$ cat src/rtl/alu_issue_pkg.sv
// Shared definitions for the ALU command issuer: default sizes, opcode map and FSM encoding.
package alu_issue_pkg;

    localparam int unsigned WIDTH = 16;
    localparam int unsigned OPW   = 3;
    localparam int unsigned DEPTH = 4;

    localparam logic [OPW-1:0] OP_000 = 3'b000;
    localparam logic [OPW-1:0] OP_001 = 3'b001;
    localparam logic [OPW-1:0] OP_010 = 3'b010;
    localparam logic [OPW-1:0] OP_011 = 3'b011;
    localparam logic [OPW-1:0] OP_100 = 3'b100;
    localparam logic [OPW-1:0] OP_101 = 3'b101;
    localparam logic [OPW-1:0] MAX_OP = OP_101;

    typedef enum logic [1:0] {
        ST_IDLE  = 2'd0,
        ST_ISSUE = 2'd1,
        ST_RESP  = 2'd2
    } state_e;

    // True for opcodes the ALU actually implements.
    function automatic logic op_known(input logic [OPW-1:0] op);
        logic known;
        known = 1'b0;
        case (op)
            OP_000, OP_001, OP_010, OP_011, OP_100, OP_101: known = 1'b1;
            default: known = 1'b0;
        endcase
        return known;
    endfunction

endpackage

$ cat src/rtl/alu_cmd_fifo.sv
// Synchronous command FIFO holding {op, a, b}; no bypass, head is registered storage.
module alu_cmd_fifo #(
    parameter int unsigned WIDTH = 16,
    parameter int unsigned OPW   = 3,
    parameter int unsigned DEPTH = 4
) (
    input  logic             clk_i,
    input  logic             rst_ni,
    input  logic             push_i,
    input  logic [OPW-1:0]   op_i,
    input  logic [WIDTH-1:0] a_i,
    input  logic [WIDTH-1:0] b_i,
    input  logic             pop_i,
    output logic [OPW-1:0]   op_o,
    output logic [WIDTH-1:0] a_o,
    output logic [WIDTH-1:0] b_o,
    output logic             full_o,
    output logic             empty_o
);

    localparam int AW = $clog2(DEPTH);
    localparam int EW = OPW + 2 * WIDTH;

    logic [EW-1:0] mem_q [DEPTH];
    logic [AW-1:0] wr_ptr_q, rd_ptr_q;
    logic [AW:0]   count_q;
    logic          push_en, pop_en;

    assign full_o  = (count_q == (AW+1)'(DEPTH));
    assign empty_o = (count_q == '0);
    assign push_en = push_i && !full_o;
    assign pop_en  = pop_i && !empty_o;

    assign {op_o, a_o, b_o} = mem_q[rd_ptr_q];

    always_ff @(posedge clk_i or negedge rst_ni) begin
        if (!rst_ni) begin
            wr_ptr_q <= '0;
            rd_ptr_q <= '0;
            count_q  <= '0;
        end else begin
            if (push_en) wr_ptr_q <= wr_ptr_q + AW'(1);
            if (pop_en)  rd_ptr_q <= rd_ptr_q + AW'(1);
            case ({push_en, pop_en})
                2'b10:   count_q <= count_q + (AW+1)'(1);
                2'b01:   count_q <= count_q - (AW+1)'(1);
                default: count_q <= count_q;
            endcase
        end
    end

    // Payload storage needs no reset; occupancy is tracked by the pointers and count.
    always_ff @(posedge clk_i) begin
        if (push_en) mem_q[wr_ptr_q] <= {op_i, a_i, b_i};
    end

endmodule

$ cat src/rtl/alu_cmd_issuer.sv
// Issues queued commands to the combinational ALU one at a time and returns results in order.
module alu_cmd_issuer
    import alu_issue_pkg::*;
#(
    parameter int unsigned    WIDTH  = alu_issue_pkg::WIDTH,
    parameter int unsigned    OPW    = alu_issue_pkg::OPW,
    parameter int unsigned    DEPTH  = alu_issue_pkg::DEPTH,
    parameter logic [OPW-1:0] MAX_OP = alu_issue_pkg::MAX_OP
) (
    input  logic             clk_i,
    input  logic             rst_ni,
    input  logic             cmd_valid_i,
    output logic             cmd_ready_o,
    input  logic [OPW-1:0]   cmd_op_i,
    input  logic [WIDTH-1:0] cmd_a_i,
    input  logic [WIDTH-1:0] cmd_b_i,
    output logic [WIDTH-1:0] alu_a_o,
    output logic [WIDTH-1:0] alu_b_o,
    output logic [OPW-1:0]   alu_select_o,
    input  logic [WIDTH-1:0] alu_result_i,
    output logic             rsp_valid_o,
    input  logic             rsp_ready_i,
    output logic [WIDTH-1:0] rsp_data_o,
    output logic [OPW-1:0]   rsp_op_o,
    output logic             rsp_err_o,
    output logic             busy_o,
    output logic [15:0]      op_count_o
);

    logic             fifo_full, fifo_empty, fifo_pop;
    logic [OPW-1:0]   fifo_op;
    logic [WIDTH-1:0] fifo_a, fifo_b;

    state_e           state_q, state_d;
    logic [WIDTH-1:0] alu_a_q, alu_a_d, alu_b_q, alu_b_d;
    logic [OPW-1:0]   alu_sel_q, alu_sel_d, op_q, op_d;
    logic             err_q, err_d;
    logic [WIDTH-1:0] rsp_data_q, rsp_data_d;
    logic [OPW-1:0]   rsp_op_q, rsp_op_d;
    logic             rsp_err_q, rsp_err_d, rsp_valid_q, rsp_valid_d;
    logic [15:0]      op_count_q, op_count_d;

    alu_cmd_fifo #(
        .WIDTH (WIDTH),
        .OPW   (OPW),
        .DEPTH (DEPTH)
    ) u_fifo (
        .clk_i   (clk_i),
        .rst_ni  (rst_ni),
        .push_i  (cmd_valid_i),
        .op_i    (cmd_op_i),
        .a_i     (cmd_a_i),
        .b_i     (cmd_b_i),
        .pop_i   (fifo_pop),
        .op_o    (fifo_op),
        .a_o     (fifo_a),
        .b_o     (fifo_b),
        .full_o  (fifo_full),
        .empty_o (fifo_empty)
    );

    assign cmd_ready_o  = !fifo_full;
    assign busy_o       = (state_q != ST_IDLE) || !fifo_empty;
    assign alu_a_o      = alu_a_q;
    assign alu_b_o      = alu_b_q;
    assign alu_select_o = alu_sel_q;
    assign rsp_valid_o  = rsp_valid_q;
    assign rsp_data_o   = rsp_data_q;
    assign rsp_op_o     = rsp_op_q;
    assign rsp_err_o    = rsp_err_q;
    assign op_count_o   = op_count_q;

    always_comb begin
        state_d     = state_q;
        fifo_pop    = 1'b0;
        alu_a_d     = alu_a_q;
        alu_b_d     = alu_b_q;
        alu_sel_d   = alu_sel_q;
        op_d        = op_q;
        err_d       = err_q;
        rsp_data_d  = rsp_data_q;
        rsp_op_d    = rsp_op_q;
        rsp_err_d   = rsp_err_q;
        rsp_valid_d = rsp_valid_q;
        op_count_d  = op_count_q;

        case (state_q)
            ST_IDLE: begin
                if (!fifo_empty) begin
                    fifo_pop = 1'b1;
                    state_d  = ST_ISSUE;
                end
            end
            ST_ISSUE: begin
                rsp_data_d  = err_q ? '0 : alu_result_i;
                rsp_op_d    = op_q;
                rsp_err_d   = err_q;
                rsp_valid_d = 1'b1;
                state_d     = ST_RESP;
            end
            ST_RESP: begin
                if (rsp_ready_i) begin
                    op_count_d  = op_count_q + 16'd1;
                    rsp_valid_d = 1'b0;
                    if (!fifo_empty) begin
                        fifo_pop = 1'b1;
                        state_d  = ST_ISSUE;
                    end else begin
                        state_d = ST_IDLE;
                    end
                end
            end
            default: state_d = ST_IDLE;
        endcase

        // Illegal opcodes still present their operands but steer the ALU to a harmless select.
        if (fifo_pop) begin
            alu_a_d   = fifo_a;
            alu_b_d   = fifo_b;
            op_d      = fifo_op;
            err_d     = !op_known(fifo_op) || (fifo_op > MAX_OP);
            alu_sel_d = err_d ? OP_000 : fifo_op;
        end
    end

    always_ff @(posedge clk_i or negedge rst_ni) begin
        if (!rst_ni) begin
            state_q     <= ST_IDLE;
            alu_a_q     <= '0;
            alu_b_q     <= '0;
            alu_sel_q   <= '0;
            op_q        <= '0;
            err_q       <= 1'b0;
            rsp_data_q  <= '0;
            rsp_op_q    <= '0;
            rsp_err_q   <= 1'b0;
            rsp_valid_q <= 1'b0;
            op_count_q  <= '0;
        end else begin
            state_q     <= state_d;
            alu_a_q     <= alu_a_d;
            alu_b_q     <= alu_b_d;
            alu_sel_q   <= alu_sel_d;
            op_q        <= op_d;
            err_q       <= err_d;
            rsp_data_q  <= rsp_data_d;
            rsp_op_q    <= rsp_op_d;
            rsp_err_q   <= rsp_err_d;
            rsp_valid_q <= rsp_valid_d;
            op_count_q  <= op_count_d;
        end
    end

endmodule

$ cat config.mk
export PLATFORM = sky130hd
export DESIGN_NAME = alu_cmd_issuer
export DESIGN_NICKNAME = d
export VERILOG_FILES = /design/src/rtl/alu_issue_pkg.sv /design/src/rtl/alu_cmd_fifo.sv /design/src/rtl/alu_cmd_issuer.sv
export SDC_FILE = /design/constraint.sdc
export NUM_CORES = 1
export LEC_CHECK = 0
export BUFFER_PORTS_ARGS = -buffer_cell sky130_fd_sc_hd__buf_2
export CORE_ASPECT_RATIO = 0.7
export CORE_MARGIN = 5
export CORE_UTILIZATION = 60
export CTS_BUF_LIST = sky130_fd_sc_hd__clkbuf_8
export DETAILED_ROUTE_END_ITERATION = 6
export HOLD_SLACK_MARGIN = 0.15
export PLACE_DENSITY = 0.83
export SLEW_MARGIN = 40
export SYNTH_ARGS = -nofsm -noshare
export SYNTH_HDL_FRONTEND = slang
export SYNTH_SLANG_ARGS = --single-unit
$ cat constraint.sdc
create_clock -name clk_i -period 4.1 [get_ports clk_i]
set_clock_uncertainty 0.2 [all_clocks]
set_input_delay 0.615 -clock clk_i [delete_from_list [all_inputs] [get_ports clk_i]]
set_output_delay 0.615 -clock clk_i [all_outputs]
set_load 0.05 [all_outputs]
After elaboration in Yosys (flattened, before gate mapping)
Memory sizes are Yosys's and may differ from the RTL's.
Index checks and enable logic that the tools add are counted.
{"block": "classes", "reduce_logical": 17, "n_mux": 16, "eq_ne": 12, "n_addsub": 5, "n_lt_le_gt_ge": 1}
{"op": "$add A16 B1 Y16 const B", "count": 1}
{"op": "$mux W16", "count": 1}
{"op": "$eq A3 B3 Y1 const B", "count": 3}
{"op": "$mux W1", "count": 8}
{"op": "$eq A3 B2 Y1 const B", "count": 2}
{"op": "$logic_not A3 Y1", "count": 2}
{"op": "$pmux W2 S3", "count": 1}
{"op": "$pmux W3 S2", "count": 1}
{"op": "$reduce_and A2 Y1", "count": 3}
{"op": "$reduce_bool A2 Y1", "count": 3}
{"op": "$reduce_or A6 Y1", "count": 1}
{"op": "$add A2 B1 Y2 const B", "count": 2}
{"op": "$eq A2 B1 Y1 const B", "count": 2}
{"op": "$eq A2 B2 Y1 const B", "count": 2}
{"op": "$mux W2", "count": 2}
{"op": "$ne A2 B2 Y1 const B", "count": 2}
{"op": "$pmux W1 S2", "count": 2}
{"op": "$add A3 B1 Y3 const B", "count": 1}
{"op": "$eq A3 B1 Y1 const B", "count": 1}
{"op": "$gt A3 B3 Y1 const B", "count": 1}
{"op": "$logic_not A1 Y1", "count": 3}
{"op": "$mux W3", "count": 1}
{"op": "$sub A3 B1 Y3 const B", "count": 1}
{"op": "$logic_and A1 B1 Y1", "count": 2}
{"op": "2 further kinds", "count": 3}
{"block": "word_totals", "elab_cells": 66, "out_inout_bits": 74, "input_bits": 55, "mem_count": 1, "mem_bits_rw": 140, "ff_bits": 85}
{"memory": "u_fifo.mem_q", "words": 4, "width": 35, "read_ports": 1, "rd_ports_with_merged_regs": 0, "write_ports": 1, "line_no": "alu_cmd_fifo.sv:24", "rtl": "logic [EW-1:0] mem_q [DEPTH];"}

Longest topological paths before layout
Gate-level depths: netlist of run 1.
{"block": "depth", "depth_word": 8, "mapped_depth": 10, "mapped_depth_nobuf": 10}

Cells and area by module
A second synthesis of run 1 with hierarchy kept.
{"block": "unflattened", "cells_unflattened": 467, "area_unflattened_um2": 8623.3}
{"mod": "alu_cmd_fifo", "seq_area_each_um2": 4379.2, "cells_per_inst": 220, "n_inst": 1, "area_each_um2": 5531.6}
{"mod": "alu_cmd_issuer", "seq_area_each_um2": 1951.9, "cells_per_inst": 247, "n_inst": 1, "area_each_um2": 3091.7}

Worst setup path before layout of run 1
Ideal clock, no wire load.
{"block": "synth_path", "path_type": "flip-flop to flip-flop", "from": "reg u_fifo.count_q[0]", "to": "reg u_fifo.count_q[2]", "path_buffers": 0, "path_stages_with_launch": 11, "t_arrival_ps": 2346, "setup_ps": 79, "slack_ps": 1475, "t_required_ps": 3821, "path_cell_list": "dfrtp_1 inv_1 nand3_1 and2_1 inv_1 ha_1 inv_1 fa_1 xor2_1 nor2_1 xor2_1"}
{"block": "synth_via", "word_cells_on_any_way": 15, "classes_between": "2 x add/sub; 3 x eq/ne; 4 x mux; 6 x reduce/logical"}
{"item": "start, declared", "line_no": "alu_cmd_fifo.sv:26", "rtl": "logic [AW:0] count_q;"}
{"item": "start signal, assigned", "line_no": "alu_cmd_fifo.sv:45", "rtl": "2'b10: count_q <= count_q + (AW+1)'(1);"}
{"item": "start signal, assigned", "line_no": "alu_cmd_fifo.sv:46", "rtl": "2'b01: count_q <= count_q - (AW+1)'(1);"}
{"item": "start signal, assigned", "line_no": "alu_cmd_fifo.sv:47", "rtl": "default: count_q <= count_q;"}
{"item": "$eq A3 B3 Y1 *", "line_no": "alu_cmd_fifo.sv:29", "rtl": "assign full_o = (count_q == (AW+1)'(DEPTH));"}
{"item": "$logic_not A1 Y1 *"}
{"item": "named net cmd_ready_o", "line_no": "alu_cmd_issuer.sv:13", "rtl": "output logic cmd_ready_o,"}
{"item": "$logic_and A1 B1 Y1 *", "line_no": "alu_cmd_fifo.sv:31", "rtl": "assign push_en = push_i && !full_o;"}
{"item": "$eq A2 B1 Y1 or $eq A2 B2 Y1 (tied branches)", "line_no": "alu_cmd_fifo.sv:44", "rtl": "case ({push_en, pop_en})"}
{"item": "$pmux W3 S2 or $reduce_bool A2 Y1 (tied branches)"}
Mark *: on every way through the listed nets, which the timed path passes. The rest lies on a longest branch.
A chain may end at the register's enable or synchronous reset.

Worst setup path in the final report of run 1
{"block": "layout_path", "from": "reg u_fifo.rd_ptr_q[0]", "to": "reg alu_b_q[13] (netlist: alu_b_o[13])"}
{"block": "layout_via", "elab_chain_len": 1}
{"item": "start, declared", "line_no": "alu_cmd_fifo.sv:25", "rtl": "logic [AW-1:0] wr_ptr_q, rd_ptr_q;"}
{"item": "start signal, assigned", "line_no": "alu_cmd_fifo.sv:43", "rtl": "if (pop_en) rd_ptr_q <= rd_ptr_q + AW'(1);"}
{"item": "$mem_v2 Z4 W35"}
{"item": "end signal, assigned", "line_no": "alu_cmd_issuer.sv:142", "rtl": "alu_b_q <= alu_b_d;"}
{"item": "end, declared", "line_no": "alu_cmd_issuer.sv:35", "rtl": "logic [WIDTH-1:0] alu_a_q, alu_a_d, alu_b_q, alu_b_d;"}
Every way passes these cells.

==> results of run 1 <==
==> synth_stat cells (all sizes together) (4+ instances only) <==
master,n,share of area
nor2,4,0.0018
nand4,4,0.0029
ha,6,0.0088
nand3,4,0.0023
clkbuf,7,0.0031
o21ai,23,0.013
buf,10,0.012
mux4,35,0.092
edfxtp,140,0.49
xnor2,14,0.014
mux2,38,0.050
xor2,7,0.0072
inv,12,0.0053
nor3,5,0.0062
and3,6,0.0044
nand2,43,0.019
dfrtp,85,0.25
==> through the flow <==
stage / setup WS, ns / hold WS, ns / area [um2]
6_report: 1.65 / 0.176 / 10300
5_1_grt: 1.45 / 0.167 / 10300
4_1_cts: 1.57 / 0.158 / 10300
3_5_place_dp: 1.60 / 0.265 / 9340
3_3_place_gp: 1.65 / 0.254 / 9320
2_1_floorplan: 1.47 / 0.119 / 8540
==> power by group through the flow <==
stage               combinational (uW)  clock (uW)  sequential (uW)
finish                            3110        1670             3540
global route                      3320        1820             3630
CTS                               3150        1710             3560
detailed placement                3120           0             3590
global placement                  3010           0             3540
floorplan                         1590           0             4390
==> cell type report <==
class / instances / area [um2]
Tap cell: 190 / 238
Clock inverter: 21 / 81.3
Fill cell: 833 / 3590
Clock buffer: 40 / 551
Sequential cell: 225 / 6340
Antenna cell: 1 / 2.50
Inverter: 13 / 48.8
Multi-Input combinational cell: 205 / 2060
Timing Repair Buffer: 165 / 1010
==> per-layer routing <==
metal | global-route usage | vias up | routed length, um
met1 | 0.270 | 2276 | 7030
met3 | 0.0555 | 20 | 1160
met2 | 0.322 | 154 | 7700
met4 | 0.0490 | 0 | 208
met5 | 0 | - | 0
li1 | - | 2111 | -
==> registers in the layout (all words and copies together), names as in the netlist <==
name	cells
rsp_valid_o	1
u_fifo.wr_ptr_q	2
u_fifo.mem_q	140
state_q	2
op_count_o	16
alu_a_o	16
err_q	1
u_fifo.rd_ptr_q	2
rsp_data_o	16
rsp_op_o	3
rsp_err_o	1
alu_b_o	16
alu_select_o	3
u_fifo.count_q	3
op_q	3
==> how the worst max path moves through the flow <==
| stage | to | cells past startpoint | from |
|---|---|---|---|
| finish | alu_b_o[13]$_DFFE_PN0N_ | 3 | u_fifo.rd_ptr_q[0]$_DFFE_PN0P_ |
| global route | alu_b_o[13]$_DFFE_PN0N_ | 3 | u_fifo.rd_ptr_q[0]$_DFFE_PN0P_ |
| CTS | alu_b_o[13]$_DFFE_PN0N_ | 3 | u_fifo.rd_ptr_q[0]$_DFFE_PN0P_ |
| detailed placement | alu_b_o[12]$_DFFE_PN0N_ | 3 | u_fifo.rd_ptr_q[0]$_DFFE_PN0P_ |
| global placement | alu_b_o[5]$_DFFE_PN0N_ | 3 | u_fifo.rd_ptr_q[0]$_DFFE_PN0P_ |
| floorplan | u_fifo.count_q[2]$_DFFE_PN0P_ | 10 | u_fifo.count_q[0]$_DFFE_PN0P_ |
==> kinds of logic (layout without fill, tap and decap cells) <==
family                     count (synthesis)  in the layout  synth area share
DFF                                      225            225             0.741
muxes                                     74             74             0.144
buffers and inverters                     30            239            0.0204
xor gates and xnor gates                  21             21            0.0215
AOI/OAI and AO/OA                         26             26            0.0154
adders and majority gates                  7              7            0.0111
other                                      0              1                 0
and+or+nand+nor                           77             77            0.0467
==> cells in the final DEF, fill, tap and decap left out, drive strengths merged, types with 14 or more instances in the layout <==
cell type and n:
buf 129, clkbuf 41, dfrtp 85, dlygate4sd3 35
edfxtp 140, inv 28, mux2 38, mux4 35
nand2 43, o21ai 23, xnor2 14
==> worst max-delay path, delay by kind of cell (launching register included) <==
kind                   cells  cell delay [ns]
DFF                        1             0.84
muxes                      2             0.84
buffers and inverters      1             0.45
==> results.tsv, run 1 <==
stage	metric	value	unit
grt	Total Routing Usage GR	0.197	
clock_network	CTS tree	done	
setup_path	Largest stage delay, worst path	0.84	ns
timing	final hold violations	0	
power	Worst IR Drop VDD	0.586	mV
clock_network	total CTS buffers	35	
setup_path	slowest CP cell	dfrtp_2	
grt	vias in the first global route	4882	
cells_and_area	fin cells	860	
clock_network	H-tree depth	2	
clock_network	hold buffer count at CTS	35	
floorplanning	CORE AREA	13900	um2
route	DRC violation count after routing	0	
grt	pin count of the biggest net entering global routing	86	
timing	Setup violations, final	0	
setup_path	Worst Setup Start Kind	flip-flop	
route	Vias/cell	5.30	
setup_path	Worst EP arrival	2.61	ns
clock_network	CTS Root Cell	clkbuf_8	
cells_and_area	Final Util	0.742	
power	Tot Pwr	8320	uW
synth	Syn. warnings	0	
setup_path	Crit Reg-Reg Startpoint	u_fifo.rd_ptr_q[0]$_DFFE_PN0P_	
timing	fin crit share	0.597	
timing	min Tclk post-route	2.45	ns
floorplanning	Initial Util	0.614	
cells_and_area	layout cells sized above 1	0.383	
floorplanning	Boundary Pins	129	
floorplanning	Row Count	36	
place	Port Buffers	128	
synth	syn avg cell area	18.6	um2
place	Detailed Place HPWL	9820	um
clock_network	clk_lat worst skew	0.48	ns
power	Pwr Density	806	nW/um2
route	vias	4561	
synth	sequential share of the synthesized area	0.741	
setup_path	CP endpoint kind	flip-flop	
clock_network	post-CTS setup buffer count	0	
job	MaxCap Viol Count	0	
route	drt wl/cell	18.7	um
clock_network	clock sink total	225	
power	P_int	5120	uW
timing	Slew headroom	0.514	
power	Flop pwr share	0.426	
grt	initial antenna violation count	1	
floorplanning	Die Y	110	um
setup_path	Reg2Reg Setup Slack	1.65	ns
timing	fin. max-slew vios	0	
synth	Synth Net Count	522	
power	P_sw	3200	uW
route	initial DRC count	268	
timing	Least-Margin Pin Slew	0.730	ns
timing	RSZ-0062 raised after global routing	false	
clock_network	worst-case clock buffer depth	3	
power	leakage	0.00420	uW
setup_path	CP Cell Sequence	buf_4, mux4_2, mux2_2	
power	Clock Power Share	0.200	
grt	first-pass GRT wire length	25700	um
timing	fmax	408	MHz
synth	Post-Synthesis Cells	460	
hold_path	Hold Startpoint	alu_result_i[13]	
grt	total gr overflow	0	
place	Routability Congestion	0.775	
setup_path	RR Endpoint	alu_b_o[13]$_DFFE_PN0N_	
clock_network	PostCTS Resize Cnt	0	
setup_path	worst endpoint required time	4.26	ns
hold_path	Tightest Hold Check Type	input pin to flip-flop	
route	post-route ant nets	0	
place	dpl cells	763	
timing	setup_tns	0	ns
hold_path	WHS Endpoint	rsp_data_o[13]$_DFFE_PN0P_	
synth	Synth Flop Type	edfxtp_1	
route	drt first pass iters	4	
floorplanning	die area	16800	um2
synth	Seq cells post-synth	225	
status	status	finished clean	
synth	Post-Syn Area	8540	um2
setup_path	critical path type	flip-flop to flip-flop	
synth	number of synthesized flops with an enable pin	140	
setup_path	worst-path fanout max	21	
synth	ys async rst share	0.378	
cells_and_area	Layout area overhead	20.9	%
clock_network	Clock Pin Slew Worst Setup and Hold Paths	0.06	ns
synth	Yosys cell types	32	
setup_path	R2R depth	3	
cells_and_area	nets	707	
power	switch share	0.385	
route	final WL	16100	um
hold_path	Min-Delay Path Depth	3	
floorplanning	Chip Width	153	um
power	Logic pwr share	0.374	
Power figures use the tool's default switching activity.
==> run 2, diff against run 1 <==
- CORE_UTILIZATION: 60 -> 53
- PLACE_DENSITY: 0.83 -> 0.78
- clock period: 4.1 -> 2.1 ns (I/O delays scaled with it)
==> results.tsv, run 2 (synthesis results as in run 1) <==
stage	metric	value	unit
floorplanning	Chip Width	162	um
place	Port Buffers	128	
timing	Slew headroom	0.594	
setup_path	worst endpoint required time	1.58	ns
clock_network	clock sink total	225	
timing	fmax	478	MHz
power	Pwr Density	1550	nW/um2
hold_path	Hold Startpoint	rsp_ready_i	
route	drt first pass iters	4	
cells_and_area	FILL cells	1005	
setup_path	Worst EP arrival	1.58	ns
route	Vias/cell	5.16	
setup_path	worst-path fanout max	3	
setup_path	Setup crit start	u_fifo.count_q[0]$_DFFE_PN0P_	
cells_and_area	post-route cell area	10900	um2
setup_path	critical path type	flip-flop to output port	
setup_path	CP Cell Sequence	nor3_2, nand2_1, buf_2	
hold_path	Tightest Hold Check Type	input pin to flip-flop	
timing	fin. max-slew vios	0	
place	Routability Congestion	0.776	
clock_network	Clock Pin Slew Worst Setup and Hold Paths	0.06	ns
power	Worst IR Drop VDD	1.06	mV
floorplanning	CORE AREA	15600	um2
route	final WL	16500	um
cells_and_area	largest reg by FF count	u_fifo.mem_q	
timing	Least-Margin Pin Slew	0.605	ns
timing	Setup violations, final	0	
floorplanning	Die Y	116	um
route	post-route ant nets	0	
cells_and_area	Final Util	0.694	
timing	hold slack final	0.256	ns
cells_and_area	nets	748	
timing	min Tclk post-route	2.09	ns
timing	fin crit share	0.995	
cells_and_area	Layout area overhead	27.1	%
cells_and_area	max FFs per register	140	
route	initial DRC count	236	
setup_path	slowest CP cell	dfrtp_1	
clock_network	worst-case clock buffer depth	3	
route	drt wl/cell	18.1	um
grt	total gr overflow	0	
cells_and_area	commonest non-fill, non-tap cell in the layout	edfxtp_1	
grt	first-pass GRT wire length	26200	um
setup_path	CP endpoint kind	output port	
status	status	finished clean	
place	dpl ws	-0.0505	ns
clock_network	CTS Root Cell	clkbuf_8	
setup_path	Crit Reg-Reg Startpoint	u_fifo.count_q[0]$_DFFE_PN0P_	
job	MaxCap Viol Count	0	
clock_network	total CTS buffers	35	
clock_network	clk_lat worst skew	0.48	ns
clock_network	CTS tree	done	
timing	RSZ-0062 raised after global routing	true	
grt	vias in the first global route	5054	
grt	Total Routing Usage GR	0.178	
timing	setup_tns	0	ns
place	Detailed Place HPWL	10300	um
setup_path	worst path bufs/invs	1	
grt	initial antenna violation count	3	
setup_path	Top delay family on crit path	simple AND/OR/NAND/NOR gates	
floorplanning	die area	18800	um2
setup_path	Largest stage delay, worst path	0.41	ns
grt	pin count of the biggest net entering global routing	59	
timing	worst setup margin	0.00954	ns
route	DRC violation count after routing	0	
floorplanning	Boundary Pins	129	
floorplanning	Row Count	38	
timing	final hold violations	0	
setup_path	Worst Setup Start Kind	flip-flop	
power	leakage	0.00443	uW
route	vias	4720	
floorplanning	Initial Util	0.546	
clock_network	H-tree depth	2	
place	Post-DP Area	9580	um2
cells_and_area	most frequent cells in the layout	140 x edfxtp_1, 127 x buf_2, 82 x dfrtp_1, 57 x dlygate4sd3_1, 43 x nand2_1	
cells_and_area	layout cells sized above 1	0.398	
run 2: cell count changes in the layout (fill, tap and decap cells not counted), moves of 2 or more:
cell	before	now
dlygate4sd3_1	35	57
inv_1	28	25
inv_2	0	4
and3_4	4	0
buf_4	2	12
clkbuf_8	41	38
buf_12	0	10
dfrtp_2	1	3
diode_2	1	3
and3_2	0	4
run 2: worst paths after layout:
path	to	slack, ns	cells past startpoint
min in group asynchronous	alu_a_o[13]$_DFFE_PN0N_	0.69	4
min	u_fifo.count_q[0]$_DFFE_PN0P_	0.26	5
min reg2reg	op_count_o[15]$_DFFE_PN0P_	0.28	1
max in group asynchronous	u_fifo.count_q[2]$_DFFE_PN0P_	0.65	4
max	busy_o	0.01	3
max reg2reg	u_fifo.count_q[2]$_DFFE_PN0P_	0.05	10
run 2: tightest hold or removal path, cell delays in order:
cell and delay, ns:
buf_2 0.12, nor2b_4 0.05, nor3_4 0.16, ha_4 0.18, xnor2_1 0.07
run 2: per-layer routing:
metal | GRT usage | vias up | share of wire
met5 | 0 | - | 0
met4 | 0.0507 | 0 | 0.014
met3 | 0.0420 | 23 | 0.058
met2 | 0.295 | 142 | 0.48
met1 | 0.242 | 2354 | 0.45
li1 | - | 2201 | -
run 2: through the flow:
step / std cells / total power, uW
2_1_floorplan: 460 / 11700
3_3_place_gp: 788 / 13300
3_5_place_dp: 788 / 13500
4_1_cts: 909 / 17000
5_1_grt: 914 / 17800
6_report: 914 / 16900
run 2: what timing repair did:
item | in CTS | in global routing
pin swaps | 0 | 2
hold buffers | 58 | 0
buffers inserted | 1 | 2
setup endpoints to repair | 2 | 2
endpoints found under the hold margin | 247 | 0
gates resized for setup | 3 | 2
run 2: power breakdown:
part	switching (uW)	internal (uW)
clock network	1560	1790
logic	4290	2620
registers	550	6060
run 2: area by class of cell:
type                            instances  area (um2)  share of cell area
Sequential cell                       225        6330               0.584
Clock buffer                           38         523              0.0482
Inverter                               13        48.8             0.00450
Antenna cell                            3        7.51            0.000692
Timing Repair Buffer                  206        1500               0.138
Clock inverter                         24         123              0.0113
Tap cell                              200         250              0.0231
Multi-Input combinational cell        205        2070               0.191
==> run 3, diff against run 2 <==
- ABC_AREA: not set -> 1
- RECOVER_POWER: not set -> 25
==> results.tsv, run 3 <==
stage	metric	value	unit
synth	Seq cells post-synth	225	
hold_path	Tightest Hold Check Type	input pin to async pin	
synth	post-synthesis simple-gate area fraction	0.122	
setup_path	CP endpoint kind	flip-flop	
synth	Post-Synth Adder-Cell Area	0.0110	
floorplanning	Boundary Pins	129	
setup_path	worst endpoint required time	2.27	ns
route	post-route ant nets	0	
setup_path	worst-path fanout max	3	
clock_network	Clock Pin Slew Worst Setup and Hold Paths	0.06	ns
synth	mux contribution to synthesized area	0.00130	
cells_and_area	fin cells	1173	
synth	Synth Net Count	777	
clock_network	worst-case clock buffer depth	3	
route	Vias/cell	4.99	
setup_path	Worst Setup Start Kind	input pin	
place	Routability Congestion	0.751	
timing	Setup violations, final	0	
cells_and_area	nets	984	
floorplanning	Die Y	117	um
synth	Post-Synthesis Cells	715	
clock_network	CTS Root Cell	clkbuf_8	
place	dpl cells	1056	
synth	syn avg cell area	12.1	um2
synth	synth top area cells	edfxtp_1 49%, dfrtp_1 25%, nand2_1 6.7%, o21ai_0 4.3%, nor2_1 3.7%	
setup_path	critical path type	input pin to flip-flop	
synth	ys async rst share	0.378	
floorplanning	die area	19000	um2
place	Port Buffers	128	
floorplanning	Initial Util	0.535	
power	leakage	0.00465	uW
cells_and_area	commonest non-fill, non-tap cell in the layout	nand2_1	
cells_and_area	post-route cell area	10900	um2
grt	first-pass GRT wire length	29900	um
route	final WL	18400	um
floorplanning	Row Count	39	
synth	most frequent cells after synthesis	154 x nand2_1, 140 x edfxtp_1, 86 x nor2_1	
synth	Post-Synth XOR/XNOR Area	0.0152	
synth	largest family of logic cells by synthesized area	simple AND/OR/NAND/NOR gates	
grt	initial antenna violation count	0	
power	Pwr Density	1550	nW/um2
timing	fmax	490	MHz
floorplanning	Chip Width	163	um
route	DRC violation count after routing	0	
synth	most common cell in the netlist	nand2_1	
timing	Least-Margin Pin Slew	0.600	ns
grt	total gr overflow	0	
synth	sequential share of the synthesized area	0.731	
clock_network	clock sink total	225	
synth	Synth Flop Type	edfxtp_1	
timing	fin. max-slew vios	0	
clock_network	H-tree depth	2	
route	drt wl/cell	15.7	um
cells_and_area	largest reg by FF count	u_fifo.mem_q	
cells_and_area	max FFs per register	140	
synth	Yosys cell types	27	
synth	Syn. warnings	0	
cells_and_area	layout cells sized above 1	0.204	
grt	vias in the first global route	5964	
power	Worst IR Drop VDD	1.52	mV
place	Detailed Place HPWL	11200	um
synth	post-synth top area cell	edfxtp_1	
place	Post-DP Area	9750	um2
grt	Total Routing Usage GR	0.197	
cells_and_area	Layout area overhead	25.9	%
timing	min Tclk post-route	2.04	ns
clock_network	total CTS buffers	34	
cells_and_area	FILL cells	1224	
job	MaxCap Viol Count	0	
grt	pin count of the biggest net entering global routing	57	
clock_network	CTS tree	done	
route	drt first pass iters	5	
route	initial DRC count	465	
cells_and_area	most frequent cells in the layout	153 x nand2_1, 140 x edfxtp_1, 105 x buf_2, 84 x dfrtp_1, 82 x nor2_1	
synth	Yosys top cell area share	0.485	
timing	Slew headroom	0.600	
floorplanning	CORE AREA	16200	um2
synth	Post-Syn Area	8660	um2
clock_network	clk_lat worst skew	0.49	ns
timing	fin crit share	0.971	
synth	Synth Area in Compound Gates	0.0854	
route	vias	5848	
synth	number of synthesized flops with an enable pin	140	
timing	final hold violations	0	
setup_path	Worst EP arrival	2.21	ns
status	status	finished clean	
-- run 3: changes by cell type after synthesis, sizes merged, moves of 16 or more --
cell   change
a22o      +16
inv       +28
mux2      -37
mux4      -35
nand2    +112
nor2      +85
o21ai     +52
o22ai     +31
-- run 3: cells by family after synthesis --
group                    Yosys count
AO/OA/AOI/OAI                    127
buffers and inverters             73
multiplexers                       1
XOR/XNOR                          15
adder cells (fa/ha/maj)            7
AND/OR/NAND/NOR                  267
flip-flops                       225
-- run 3: path summary, 6_finish.rpt --
kind / start / to / slack [ns] / cells past startpoint
setup / recovery: rsp_ready_i / u_fifo.count_q[2]$_DFFE_PN0P_ / 0.06 / 12
min in group clk_i: alu_b_o[11]$_DFFE_PN0N_ / alu_b_o[11]$_DFFE_PN0N_ / 0.27 / 2
hold / removal: rst_ni / op_count_o[11]$_DFFE_PN0P_ / 0.22 / 3
setup reg to reg: state_q[1]$_DFFE_PN0P_ / u_fifo.count_q[2]$_DFFE_PN0P_ / 0.17 / 9
max in group asynchronous: rst_ni / alu_b_o[14]$_DFFE_PN0N_ / 1.13 / 3
hold reg to reg: alu_b_o[11]$_DFFE_PN0N_ / alu_b_o[11]$_DFFE_PN0N_ / 0.27 / 2
-- run 3: final cells by class --
cell class,count,area [um2],share of cell area
Antenna cell,1,2.50,0.000229
Clock buffer,39,537,0.0492
Clock inverter,22,83.8,0.00768
Inverter,40,150,0.0138
Multi-Input combinational cell,417,2120,0.194
Sequential cell,225,6330,0.580
Tap cell,225,282,0.0258
Timing Repair Buffer,204,1400,0.129
-- run 3: critical path, cell delays in order --
cell	delay (ns)
dlygate4sd3_1	0.52
buf_4	0.12
inv_1	0.05
a21oi_2	0.15
nand2_2	0.08
inv_2	0.08
ha_4	0.12
inv_1	0.07
fa_2	0.35
a21oi_2	0.13
o21ai_1	0.08
xor2_1	0.14
-- run 3: report_power, final --
group / switching (uW) / internal (uW) / total, uW
clock: 1550 / 1690 / 3240
sequential: 518 / 6030 / 6550
combinational: 5150 / 1990 / 7140
-- run 3: layer usage --
| metal | up-vias | track usage | part of all wire |
|---|---|---|---|
| li1 | 2878 | - | - |
| met1 | 2773 | 0.275 | 0.45 |
| met2 | 171 | 0.324 | 0.48 |
| met3 | 26 | 0.0399 | 0.058 |
| met4 | 0 | 0.0531 | 0.012 |
| met5 | - | 0 | 0 |
-- run 3: through the flow --
step | setup WS (ns) | TNS [ns] | total power, uW | hold slack, ns | utilization
after global routing | -0.000849 | -0.000849 | 18100 | 0.266 | 0.673
after detailed placement | 0.0804 | 0 | 13700 | 0.133 | 0.602
after CTS | 0.0410 | 0 | 17000 | 0.151 | 0.673
after global placement | 0.0982 | 0 | 13500 | 0.131 | 0.602
final | 0.0611 | 0 | 16900 | 0.224 | 0.673
after floorplan | 0.0298 | 0 | 11700 | -0.181 | -
-- run 3: repair_timing --
item                                    in CTS  in global routing
endpoints found under the setup margin       0                  2
hold buffers                                54                  0
buffers inserted                             0                  1
gates resized for setup                      0                  7
hold endpoints to repair                   252                  0
